===== src/rtl/eth_hdr_insert.sv =====
// Ethernet II header inserter for an AXI-stream packet path.
// Prepends dst MAC, src MAC and ethertype to each payload frame and shifts
// the payload across lane boundaries through a small carry register.
// A per-frame bypass mode forwards frames untouched.
module eth_hdr_insert #(
    parameter int DATA_WIDTH = 64
) (
    input  logic                    clk,
    input  logic                    rst,
    input  logic                    cfg_insert_en,
    input  logic [47:0]             cfg_mac_dst,
    input  logic [47:0]             cfg_mac_src,
    input  logic [15:0]             cfg_ethertype,
    input  logic [DATA_WIDTH-1:0]   stream_in_DATA,
    input  logic [DATA_WIDTH/8-1:0] stream_in_KEEP,
    input  logic                    stream_in_LAST,
    input  logic                    stream_in_VALID,
    output logic                    stream_in_READY,
    output logic [DATA_WIDTH-1:0]   stream_out_DATA,
    output logic [DATA_WIDTH/8-1:0] stream_out_KEEP,
    output logic                    stream_out_LAST,
    output logic                    stream_out_VALID,
    input  logic                    stream_out_READY,
    output logic [31:0]             frame_cnt
);

    localparam int KEEP_W = DATA_WIDTH / 8;
    localparam int OFS    = 14 % KEEP_W;
    localparam int NHF    = 14 / KEEP_W;
    localparam int HB     = NHF * KEEP_W;
    localparam int CW     = OFS * 8;

    typedef enum logic [2:0] {IDLE, HDR, BODY, TAIL, BYPASS} state_t;

    state_t                  state, state_n;
    logic [13:0][7:0]        hdr_fresh;
    logic [DATA_WIDTH-1:0]   hdr_flit_fresh, hdr_flit_q, hdr_flit_n;
    logic [CW-1:0]           carry, carry_n;
    logic [OFS-1:0]          carry_keep, carry_keep_n;
    logic                    adv, in_hs;
    logic                    valid_n, last_n;
    logic [DATA_WIDTH-1:0]   data_n, data_masked;
    logic [KEEP_W-1:0]       keep_n;

    // The output register may take a new flit when it is empty or being drained.
    assign adv             = !stream_out_VALID || stream_out_READY;
    assign stream_in_READY = ((state == BODY) || (state == BYPASS)) && adv;
    assign in_hs           = stream_in_VALID && stream_in_READY;

    // Header bytes in wire order: byte k of the header lands on frame byte k.
    always_comb begin
        hdr_fresh = '0;
        for (int k = 0; k < 6; k++) begin
            hdr_fresh[k]     = cfg_mac_dst[47-8*k -: 8];
            hdr_fresh[6 + k] = cfg_mac_src[47-8*k -: 8];
        end
        hdr_fresh[12] = cfg_ethertype[15:8];
        hdr_fresh[13] = cfg_ethertype[7:0];
    end

    // Only narrow buses need a whole flit of pure header ahead of the payload.
    generate
        if (NHF > 0) begin : g_hdr_flit
            assign hdr_flit_fresh = hdr_fresh[KEEP_W-1:0];
        end else begin : g_no_hdr_flit
            assign hdr_flit_fresh = '0;
        end
    endgenerate

    // Next-state and next-output decision for the framing FSM.
    always_comb begin
        state_n      = state;
        carry_n      = carry;
        carry_keep_n = carry_keep;
        hdr_flit_n   = hdr_flit_q;
        valid_n      = 1'b0;
        last_n       = 1'b0;
        data_n       = '0;
        keep_n       = '0;
        case (state)
            IDLE: begin
                if (stream_in_VALID) begin
                    hdr_flit_n = hdr_flit_fresh;
                    if (cfg_insert_en) begin
                        carry_n      = hdr_fresh[13:HB];
                        carry_keep_n = '1;
                        state_n      = (NHF > 0) ? HDR : BODY;
                    end else begin
                        state_n = BYPASS;
                    end
                end
            end
            HDR: begin
                if (adv) begin
                    valid_n = 1'b1;
                    data_n  = hdr_flit_q;
                    keep_n  = '1;
                    state_n = BODY;
                end
            end
            BODY: begin
                if (in_hs) begin
                    valid_n      = 1'b1;
                    data_n       = {stream_in_DATA[DATA_WIDTH-CW-1:0], carry};
                    keep_n       = {stream_in_KEEP[KEEP_W-OFS-1:0], {OFS{1'b1}}};
                    carry_n      = stream_in_DATA[DATA_WIDTH-1 -: CW];
                    carry_keep_n = stream_in_KEEP[KEEP_W-1 -: OFS];
                    if (stream_in_LAST) begin
                        if (|stream_in_KEEP[KEEP_W-1 -: OFS]) begin
                            state_n = TAIL;
                        end else begin
                            last_n  = 1'b1;
                            state_n = IDLE;
                        end
                    end
                end
            end
            TAIL: begin
                if (adv) begin
                    valid_n = 1'b1;
                    data_n  = {{(DATA_WIDTH-CW){1'b0}}, carry};
                    keep_n  = {{(KEEP_W-OFS){1'b0}}, carry_keep};
                    last_n  = 1'b1;
                    state_n = IDLE;
                end
            end
            BYPASS: begin
                if (in_hs) begin
                    valid_n = 1'b1;
                    data_n  = stream_in_DATA;
                    keep_n  = stream_in_KEEP;
                    last_n  = stream_in_LAST;
                    if (stream_in_LAST) begin
                        state_n = IDLE;
                    end
                end
            end
            default: state_n = IDLE;
        endcase
    end

    // Lanes without a byte enable always carry zero on the wire.
    always_comb begin
        data_masked = data_n;
        for (int l = 0; l < KEEP_W; l++) begin
            if (!keep_n[l]) begin
                data_masked[8*l +: 8] = 8'h00;
            end
        end
    end

    // State, carry and output registers; outputs hold while stalled.
    always_ff @(posedge clk) begin
        if (rst) begin
            state            <= IDLE;
            carry            <= '0;
            carry_keep       <= '0;
            hdr_flit_q       <= '0;
            stream_out_VALID <= 1'b0;
            stream_out_LAST  <= 1'b0;
            stream_out_DATA  <= '0;
            stream_out_KEEP  <= '0;
        end else begin
            state      <= state_n;
            carry      <= carry_n;
            carry_keep <= carry_keep_n;
            hdr_flit_q <= hdr_flit_n;
            if (adv) begin
                stream_out_VALID <= valid_n;
                stream_out_LAST  <= last_n;
                stream_out_DATA  <= data_masked;
                stream_out_KEEP  <= keep_n;
            end
        end
    end

    // Count frames as their final flit is accepted downstream.
    always_ff @(posedge clk) begin
        if (rst) begin
            frame_cnt <= '0;
        end else if (stream_out_VALID && stream_out_READY && stream_out_LAST) begin
            frame_cnt <= frame_cnt + 32'd1;
        end
    end

endmodule


===== config.mk =====
export PLATFORM = sky130hd
export DESIGN_NAME = eth_hdr_insert
export DESIGN_NICKNAME = d
export VERILOG_FILES = /design/src/rtl/eth_hdr_insert.sv
export SDC_FILE = /design/constraint.sdc
export NUM_CORES = 1
export LEC_CHECK = 0
export BUFFER_PORTS_ARGS = -buffer_cell sky130_fd_sc_hd__buf_2
export CAP_MARGIN = 5
export CORE_MARGIN = 2
export CORE_UTILIZATION = 45
export DETAILED_ROUTE_END_ITERATION = 10
export GPL_TIMING_DRIVEN = 0
export PLACE_DENSITY = 0.82
export SKIP_CTS_REPAIR_TIMING = 1
export SYNTH_ARGS = -nofsm -noshare
export SYNTH_HDL_FRONTEND = slang
export SYNTH_SLANG_ARGS = --single-unit

===== constraint.sdc =====
create_clock -name clk -period 1.5 [get_ports clk]
set_input_delay 0.3 -clock clk [delete_from_list [all_inputs] [get_ports clk]]
set_output_delay 0.3 -clock clk [all_outputs]
set_load 0.1 [all_outputs]

==> results of run 1 <==
## through the flow
step / worst slack, ns / util (%) / cells
2_1_floorplan: -0.664 / - / 1248
3_3_place_gp: -0.601 / 57.7 / 1823
3_5_place_dp: -0.603 / 57.7 / 1823
4_1_cts: -1.18 / 61.7 / 1868
5_1_grt: -0.612 / 71.9 / 1948
6_report: -0.580 / 71.9 / 1948
## sequential cells by signal, indices dropped and copies added (netlist names)
signal and cells:
state 3, stream_out_KEEP 8, stream_out_DATA 64, carry 48
frame_cnt 32, hdr_flit_q 64, stream_out_LAST 1, stream_out_VALID 1
carry_keep 6
## path summary, 6_finish.rpt
path | start | to | cells past startpoint
worst min register to register | stream_out_KEEP[1]$_SDFFE_PP0N_ | stream_out_KEEP[1]$_SDFFE_PP0N_ | 2
worst min-delay path | cfg_mac_dst[13] | hdr_flit_q[37]$_SDFFE_PP0P_ | 3
worst max-delay path | state[1]$_SDFFE_PP0P_ | stream_in_READY | 6
worst max register to register | stream_out_VALID$_SDFFE_PP0N_ | stream_out_DATA[38]$_SDFFE_PP0N_ | 9
## layer usage
metal,share of wire [%],vias up,global-route usage (%)
li1,-,5235,-
met1,37,5707,40.0
met2,45,831,49.4
met3,11,211,4.76
met4,7.2,2,16.2
met5,0.022,-,0
## tightest hold or removal path: cells and delay by family
| kind | cells | cell delay (ns) |
|---|---|---|
| buffers and inverters | 1 | 0.09 |
| and+or+nand+nor | 1 | 0.04 |
| AOI/OAI and AO/OA | 1 | 0.05 |
## cells by family after synthesis
| kind of cell | count (synthesis) | share of synthesized area (%) |
|---|---|---|
| muxes | 50 | 4.94 |
| DFF | 227 | 44.8 |
| AOI/OAI and AO/OA | 278 | 19.5 |
| buffers and inverters | 105 | 4.94 |
| adders and majority gates | 1 | 0.123 |
| xor gates and xnor gates | 29 | 2.50 |
| and+or+nand+nor | 558 | 23.2 |
## cell usage in the layout (no fill, tap or decap), types with 12 or more instances in the layout
cell type  synthesis  routed
a311oi_1          48      47
nand2_1          332     276
a221oi_2           0      47
nand2_4            0      30
a222oi_1          18      18
a21oi_1           75      28
clkbuf_16          0      38
nand2_2            0      25
a21oi_2            0      47
clkbuf_1          46      29
buf_8              0      21
dfxtp_2            0      12
o21ai_1           50      31
nand4_1           16      16
a221oi_4           0      14
buf_12             0      18
xor2_1            24      24
dfxtp_4            0      22
buf_6              0      36
buf_4             14      42
buf_2             43     302
mux2i_1           50      50
dfxtp_1          227     193
nor2_1           144     141
o21ai_2            6      21
## cell type report
type                    instances  share of cell area (%)
diodes                          5                  0.0792
multi-input cells             920                    41.2
clock buffers                  34                    4.56
inverters                       1                  0.0238
flip-flops and latches        227                    29.4
well taps                     280                    2.22
clock inverters                11                    1.03
repair buffers                368                    15.4
plain buffers                 102                    6.10
## power groups by stage
stage	sequential (uW)	clock [uW]	combinational (uW)
global placement	7210	0	5270
finish	7190	6650	8430
detailed placement	7240	0	5350
floorplan	7610	0	3370
CTS	7110	6620	5380
global route	7230	6840	8730
==> metrics.txt, run 1 <==
drt first pass iters 8; setup tns final -81.59 ns; power consumption 22300 uW; largest net degree at the start of global routing 15; core area 22000 um2; final WL 44600 um; Post-synth EDFFs 0; global route overflow 0; Leak roughly 0.0063 uW; count leader, synth nand2_1; post-route ant nets 0; violated checks negative setup slack; htree depth 1; Mapped Avg Cell Area between 8 and 9 um2; antenna violations before repair 6; GRT Util Overall 30.7%; first-pass GRT wire length 56900 um; top-area cell type share of the netlist area about 45%; Buf/Inv on CP 4; Synth top cells by count nand2_1, dfxtp_1, nor2_1; GPL Wtd Cong roughly 0.92; Tmin final 2.08 ns; clock buffer depth 3; Worst-Skew Late Latency roughly 0.53 ns; FP Rows 54; Flop pwr share roughly 32%; layout cells sized above 1 45.5%; vias 12000; CP max stage delay between 0.3 and 0.4 ns; final hold vios 0; placed inst area approximately 13000 um2; cell count after synthesis 1248; Syn Nets 1439; Die Span X 154 um; worst-path maximum fanout 7; final net count 1836; synth unique cells 51; Design Area, Final 15800 um2; unrepaired setup endpoints after global routing yes; Crit Path Class reg -> out; PortBufs 295; Setup Skew 0.0161 ns; Area growth, synth to finish 55.7%; MaxCap Viol Count 0; Post-Synthesis Cell Area ~10000 um2; TritonCTS Buffers 25; Fmax 481 MHz; die outline area about 24000 um2; area of the multi-input gates 6500 um2; CP Launch Type flip-flop; Slowest cell on crit path dfxtp_2; minimum hold slack 0.00895 ns; routed len/inst roughly 23 um; Critical Path RT 1.20 ns; post-synthesis sequential area ratio between 40% and 50%; post-route setup slack -0.580 ns; Slew Limit Fails 0; number of global-route vias before repair 10200; largest cells by area after synthesis dfxtp_1, nand2_1, a221oi_1, nor2_1, mux2i_1; switching part of the total power between 30 and 40%; Worst Setup End Kind primary output; Synthesis Warnings 0; CTS root buffer clkbuf_16; ys flop type dfxtp_1; slew margin rel. 41.0%; NetSw 8070 uW; period utilization 139%; CTS tree built; clock sink count 227; Power Density approximately 1400 nW/um2; Final setup violation count 314; die height around 150 um; delay-heaviest family, CP buffers and inverters; Async S/R FF share, synth 0%; Via density 6.15; # DRC 0; cell breakdown of the critical path buf_6 > buf_12 > buf_12 > xnor2_4 > nor3_4 > buf_12; Worst VDD drop around 890 uV; synthesized flop and latch total 227; CP Data Arrival Time 1.78 ns; number of fillers in the final layout 1505; Yosys top cell by area dfxtp_1; Comb power frac 37.9%; Clock transition at path regs 0.07 ns; internal cell power between 10000 and 15000 uW; Hold Crit Class in -> reg; Crit path top cell by count buf_12; status finished with violations; Slew @ Worst Pin around 0.88 ns; clock power share about 30%; HPWL after DPL 29500 um; Storage cell area 4640 um2; First DRT Iteration DRCs 1390; Top-Level Pins 297; Initial Util 46.2%; r2r setup slk -0.56 ns
(Power assumes the default switching activity.)
==> run 2, diff against run 1 <==
--- a/config.mk
+++ b/config.mk
@@ -7,11 +7,13 @@
 export LEC_CHECK = 0
 export BUFFER_PORTS_ARGS = -buffer_cell sky130_fd_sc_hd__buf_2
 export CAP_MARGIN = 5
+export CELL_PAD_IN_SITES_DETAIL_PLACEMENT = 2
+export CELL_PAD_IN_SITES_GLOBAL_PLACEMENT = 2
 export CORE_MARGIN = 2
-export CORE_UTILIZATION = 45
+export CORE_UTILIZATION = 26
 export DETAILED_ROUTE_END_ITERATION = 10
 export GPL_TIMING_DRIVEN = 0
-export PLACE_DENSITY = 0.82
+export PLACE_DENSITY = 0.83
 export SKIP_CTS_REPAIR_TIMING = 1
 export SYNTH_ARGS = -nofsm -noshare
 export SYNTH_HDL_FRONTEND = slang
==> run 2 against run 1 <==
The run ends with negative hold slack, negative setup slack left. Global-route usage fell by 6.2 points. Sequential power rose by 1%. Design area fell by 0.86%. Via count fell by 3.2%. Cell count rose by 13%. Sequential share of layout area rose by 0.26 points. Clock skew rose by 0.0046 ns. Utilization fell by 31 points. Count of clock-buffer cells in the layout rose by 10. Non-clock buffer count rose by 4. First-iteration DRC count fell by 55%. Critical path type unchanged. Critical endpoint unchanged. Largest cell class unchanged.
==> metrics.txt, run 2 (synthesis results as in run 1) <==
CTS root buffer clkbuf_16; worst-path maximum fanout 6; Top-Level Pins approximately 300; setup tns final -106.52 ns; worst reg2reg path depth 12; FP Rows 72; Die Span X around 200 um; final net count 1840; minimum hold slack -0.00828 ns; first-pass GRT wire length 75800 um; Setup Skew 0.0206 ns; worst hold stages 3; Initial Util 26.3%; final WL 56900 um; WL met2 roughly 28000 um; Fmax 460 MHz; CTS tree built; TritonCTS Buffers 28; Crit path top cell by count buf_12; Worst-Skew Late Latency 0.57 ns; CP Data Arrival Time 1.87 ns; GPL Wtd Cong 0.869; First DRT Iteration DRCs 628; Power Density 1410 nW/um2; Leak 0.00609 uW; Final setup violation count roughly 320; most frequent cells in the layout buf_2, nand2_1, dfxtp_1, nor2_1, a221oi_2; global route overflow 0; wl on met1 about 24000 um; most common cell after layout, fill and taps aside buf_2; Slew @ Worst Pin 0.987 ns; NetSw 8360 uW; internal cell power 13700 uW; CP max stage delay 0.32 ns; CP Launch Type flip-flop; Flop pwr share 32.9%; Tmin final about 2.2 ns; Comb power frac 36.5%; slew margin rel. about a third; Slowest cell on crit path dfxtp_2; Crit Path Class reg -> out; metal3 WL 2690 um; GRT Util Overall 24.6%; Critical Path RT between 1 and 1.5 ns; drt first pass iters 5; cell breakdown of the critical path buf_6 > buf_12 > buf_12 > xnor2_4 > nor3_4 > buf_12; layout cells sized above 1 40.8%; Via density roughly 5.3; Worst Setup End Kind primary output; Top Metal Used met4; HPWL after DPL approximately 40000 um; clock buffer depth 3; die height between 200 and 250 um; post-route ant nets 0; htree depth 1; PortBufs around 300; largest registers hdr_flit_q: 64 flops, stream_out_DATA: 64 flops, carry: 48 flops; number of global-route vias before repair roughly 12000; Clock transition at path regs 0.07 ns; vias 11600; unrepaired setup endpoints after global routing yes; post-route setup slack -0.673 ns; clock power share 30.6%; die outline area 40600 um2; # DRC 0; Area growth, synth to finish 54.4%; clock sink count 227; period utilization 145%; Hold Crit Class in -> reg; antenna violations before repair 6; power consumption around 22000 uW; Slew Limit Fails 0; largest net degree at the start of global routing 15; status finished with violations; core area 38600 um2; switching part of the total power 37.8%; routed len/inst 26.0 um; Worst VDD drop 1050 uV; MaxCap Viol Count 0; final hold vios 6; violated checks negative hold slack, negative setup slack
==> run 2: cell type report <==
| class | instances | area (um2) |
|---|---|---|
| sequential | 227 | 4640 |
| buffer | 104 | 937 |
| inverter | 1 | 3.75 |
| clock buffer | 44 | 831 |
| fill | 4331 | 22900 |
| multi-input combinational | 917 | 6100 |
| clock inverter | 5 | 63.8 |
| timing repair buffer | 370 | 2410 |
| antenna | 6 | 15.0 |
| tap | 518 | 648 |
==> run 2: path summary, 6_finish.rpt <==
path                                         from                               end  slack, ns
setup / recovery            state[1]$_SDFFE_PP0P_                   stream_in_READY      -0.67
hold / removal                     cfg_mac_dst[1]       hdr_flit_q[41]$_SDFFE_PP0P_     -0.008
setup reg to reg            state[1]$_SDFFE_PP0P_  stream_out_DATA[24]$_SDFFE_PP0N_      -0.67
hold reg to reg   stream_out_KEEP[2]$_SDFFE_PP0N_   stream_out_KEEP[2]$_SDFFE_PP0N_       0.45
==> run 2: through the flow <==
stage	hold WS, ns	instance area [um2]	setup WS, ns	instances	util (%)
after floorplan	0.436	10800	-0.664	1248	-
after CTS	-0.0350	13900	-1.33	2110	36.0
final	-0.00828	15700	-0.673	2192	40.6
after global placement	0.428	13000	-0.743	2061	33.6
after detailed placement	0.440	13000	-0.816	2061	33.6
after global routing	-0.00261	15700	-0.703	2192	40.6
==> run 2: power groups by stage <==
stage          registers [uW]  clock network [uW]  logic [uW]
6_report                 7260                6770        8070
5_1_grt                  7310                7070        8480
4_1_cts                  7190                6790        5810
3_5_place_dp             7300                   0        5760
3_3_place_gp             7250                   0        5560
2_1_floorplan            7610                   0        3370
==> run 2: worst max-delay path, delay by kind of cell, from the launching register on <==
family,cells,cell delay [ns]
XOR/XNOR,1,0.14
buffers and inverters,4,0.59
AND/OR/NAND/NOR,1,0.24
flip-flops,1,0.32
==> run 2: routing by layer <==
metal | up-vias | track usage, %
li1 | 5249 | -
met1 | 5860 | 31.7
met2 | 387 | 41.6
met3 | 111 | 3.24
met4 | 0 | 9.48
met5 | - | 0
==> run 3, diff against run 2 <==
--- a/config.mk
+++ b/config.mk
@@ -10,10 +10,10 @@
 export CELL_PAD_IN_SITES_DETAIL_PLACEMENT = 2
 export CELL_PAD_IN_SITES_GLOBAL_PLACEMENT = 2
 export CORE_MARGIN = 2
-export CORE_UTILIZATION = 26
+export CORE_UTILIZATION = 32
 export DETAILED_ROUTE_END_ITERATION = 10
 export GPL_TIMING_DRIVEN = 0
-export PLACE_DENSITY = 0.83
+export PLACE_DENSITY = 0.94
 export SKIP_CTS_REPAIR_TIMING = 1
 export SYNTH_ARGS = -nofsm -noshare
 export SYNTH_HDL_FRONTEND = slang
==> constraint.sdc (replaced) <==
create_clock -name clk -period 2.67 [get_ports clk]
set_input_delay 0.534 -clock clk [delete_from_list [all_inputs] [get_ports clk]]
set_output_delay 0.534 -clock clk [all_outputs]
set_load 0.1 [all_outputs]
==> run 3 against run 2 <==
Critical endpoint is now stream_out_DATA[20]$_SDFFE_PP0N_. Count of clock-buffer cells in the layout down 9. Critical path type is now reg -> reg. Design area down 17%. The run now ends clean. Via count increased by 0.40%. Largest power group is now sequential cells. Sequential share of layout area grew 5.3 points. Global-route usage grew 6.6 points.
==> metrics.txt, run 3 (synthesis results as in run 1) <==
slew margin rel. 32.8%; worst r2r src stream_out_VALID$_SDFFE_PP0N_; drt first pass iters 7; Via density 5.84; TritonCTS Buffers 27; Slew @ Worst Pin around 1.0 ns; antenna violations before repair 7; Worst Setup End Kind flip-flop; worst reg2reg path depth 6; cell breakdown of the critical path nand2b_1 > clkbuf_1 > nor2_1 > clkbuf_1 > nand2_1 > o21ai_1; FP Rows 65; die height 182 um; Die Span X around 180 um; Leak 0.00518 uW; clock sink count 227; largest registers hdr_flit_q: 64 flops, stream_out_DATA: 64 flops, carry: 48 flops; # DRC 0; CP Data Arrival Time 3.07 ns; r2r setup slk 0.07 ns; vias between 10000 and 15000; Worst-Skew Late Latency roughly 0.56 ns; Storage cell area 4550 um2; WHS Endpoint hdr_flit_q[30]$_SDFFE_PP0P_; unrepaired setup endpoints after global routing no; period utilization 97.5%; CTS tree built; number of fillers in the final layout 3592; CP Launch Type flip-flop; global route overflow 0; DP Worst Slack -0.0864 ns; PortBufs 295; final hold vios 0; MaxCap Viol Count 0; Setup crit start stream_out_VALID$_SDFFE_PP0N_; Top-Level Pins roughly 300; Setup Skew between 0.015 and 0.02 ns; post-route setup slack 0.0676 ns; Clock transition at path regs 0.06 ns; area of the multi-input gates 5110 um2; htree depth 1; HP Start cfg_mac_dst[22]; Critical Path RT between 3 and 4 ns; layout cells sized above 1 26.1%; status finished clean; Hold Crit Class in -> reg; core area 31400 um2; first-pass GRT wire length 78400 um; Crit Path Class reg -> reg; final WL 52900 um; Final setup violation count 0; die outline area roughly 33000 um2; power consumption between 10000 and 15000 uW; GRT Util Overall a little under a third; worst-path maximum fanout 10; final net count 1762; most frequent cells in the layout buf_2, nand2_1, dfxtp_1, nor2_1, a21oi_1; HPWL after DPL about 40000 um; First DRT Iteration DRCs 903; Worst VDD drop 527 uV; Tmin final 2.60 ns; CP max stage delay 0.81 ns; routed len/inst 26.5 um; setup tns final 0 ns; CTS root buffer clkbuf_16; clock buffer depth 3; largest net degree at the start of global routing 14; minimum hold slack 0.222 ns; FF-to-FF End stream_out_DATA[20]$_SDFFE_PP0N_; GPL Wtd Cong between 0.8 and 0.9; Slowest cell on crit path nor2_1; most common cell after layout, fill and taps aside buf_2; Fmax 384 MHz; Slew Limit Fails 0; Area growth, synth to finish 28.3%; post-route ant nets 0; Crit path top cell by count clkbuf_1; worst hold stages 3; number of global-route vias before repair 12700; Initial Util 32.3%; Power Density approximately 830 nW/um2
run 3: cell count changes in the layout (fill, tap and decap cells not counted), moves of 21 or more:
cell,delta
a21oi_2,-28
nand2_2,-21
nand2_1,+32
a21oi_1,+28
dfxtp_4,-23
buf_4,-21
a221oi_2,-53
dfxtp_1,+32
buf_6,-38
a221oi_1,+62
buf_2,+31
run 3: per-stage QoR:
step           utilization, %  instances  instance area [um2]
6_report                 41.4       1997                13000
5_1_grt                  41.4       1997                13000
3_5_place_dp             38.6       1945                12100
3_3_place_gp             38.6       1945                12100
4_1_cts                  41.3       1992                13000
2_1_floorplan               -       1248                10200
run 3: worst max path at each step:
stage | depth (start not counted) | to | slack [ns]
after floorplan | 5 | stream_in_READY | 0.07
after global placement | 7 | stream_out_DATA[45]$_SDFFE_PP0N_ | 0.06
after detailed placement | 7 | stream_out_KEEP[4]$_SDFFE_PP0N_ | -0.09
after CTS | 6 | stream_in_READY | -0.51
after global routing | 6 | stream_out_DATA[20]$_SDFFE_PP0N_ | 0.01
final | 6 | stream_out_DATA[20]$_SDFFE_PP0N_ | 0.07
run 3: area by class of cell:
class / count / area share [%]
Clock inverter: 12 / 0.702
Inverter: 1 / 0.0289
Buffer: 103 / 3.92
Tap cell: 402 / 3.87
Clock buffer: 35 / 5.73
Timing Repair Buffer: 295 / 11.4
Sequential cell: 227 / 34.9
Antenna cell: 6 / 0.115
Multi-Input combinational cell: 916 / 39.3
run 3: critical path, delay by kind of cell (launching register included):
family / cells / cell delay (ns)
and+or+nand+nor: 3 / 1.06
DFF: 1 / 0.40
buffers and inverters: 2 / 0.87
AOI/OAI and AO/OA: 1 / 0.17
run 3: power by group:
| group | internal, uW | switching (uW) | leakage (uW) |
|---|---|---|---|
| clock network | 2050 | 1540 | 0.000420 |
| registers | 3740 | 331 | 0.00185 |
| logic | 901 | 2250 | 0.00291 |
run 3: per-layer routing:
metal / share of wire [%] / GRT usage (%)
met1: 39 / 37.3
met2: 48 / 52.5
met3: 7.7 / 6.28
met4: 5.7 / 17.3
met5: 0.025 / 0
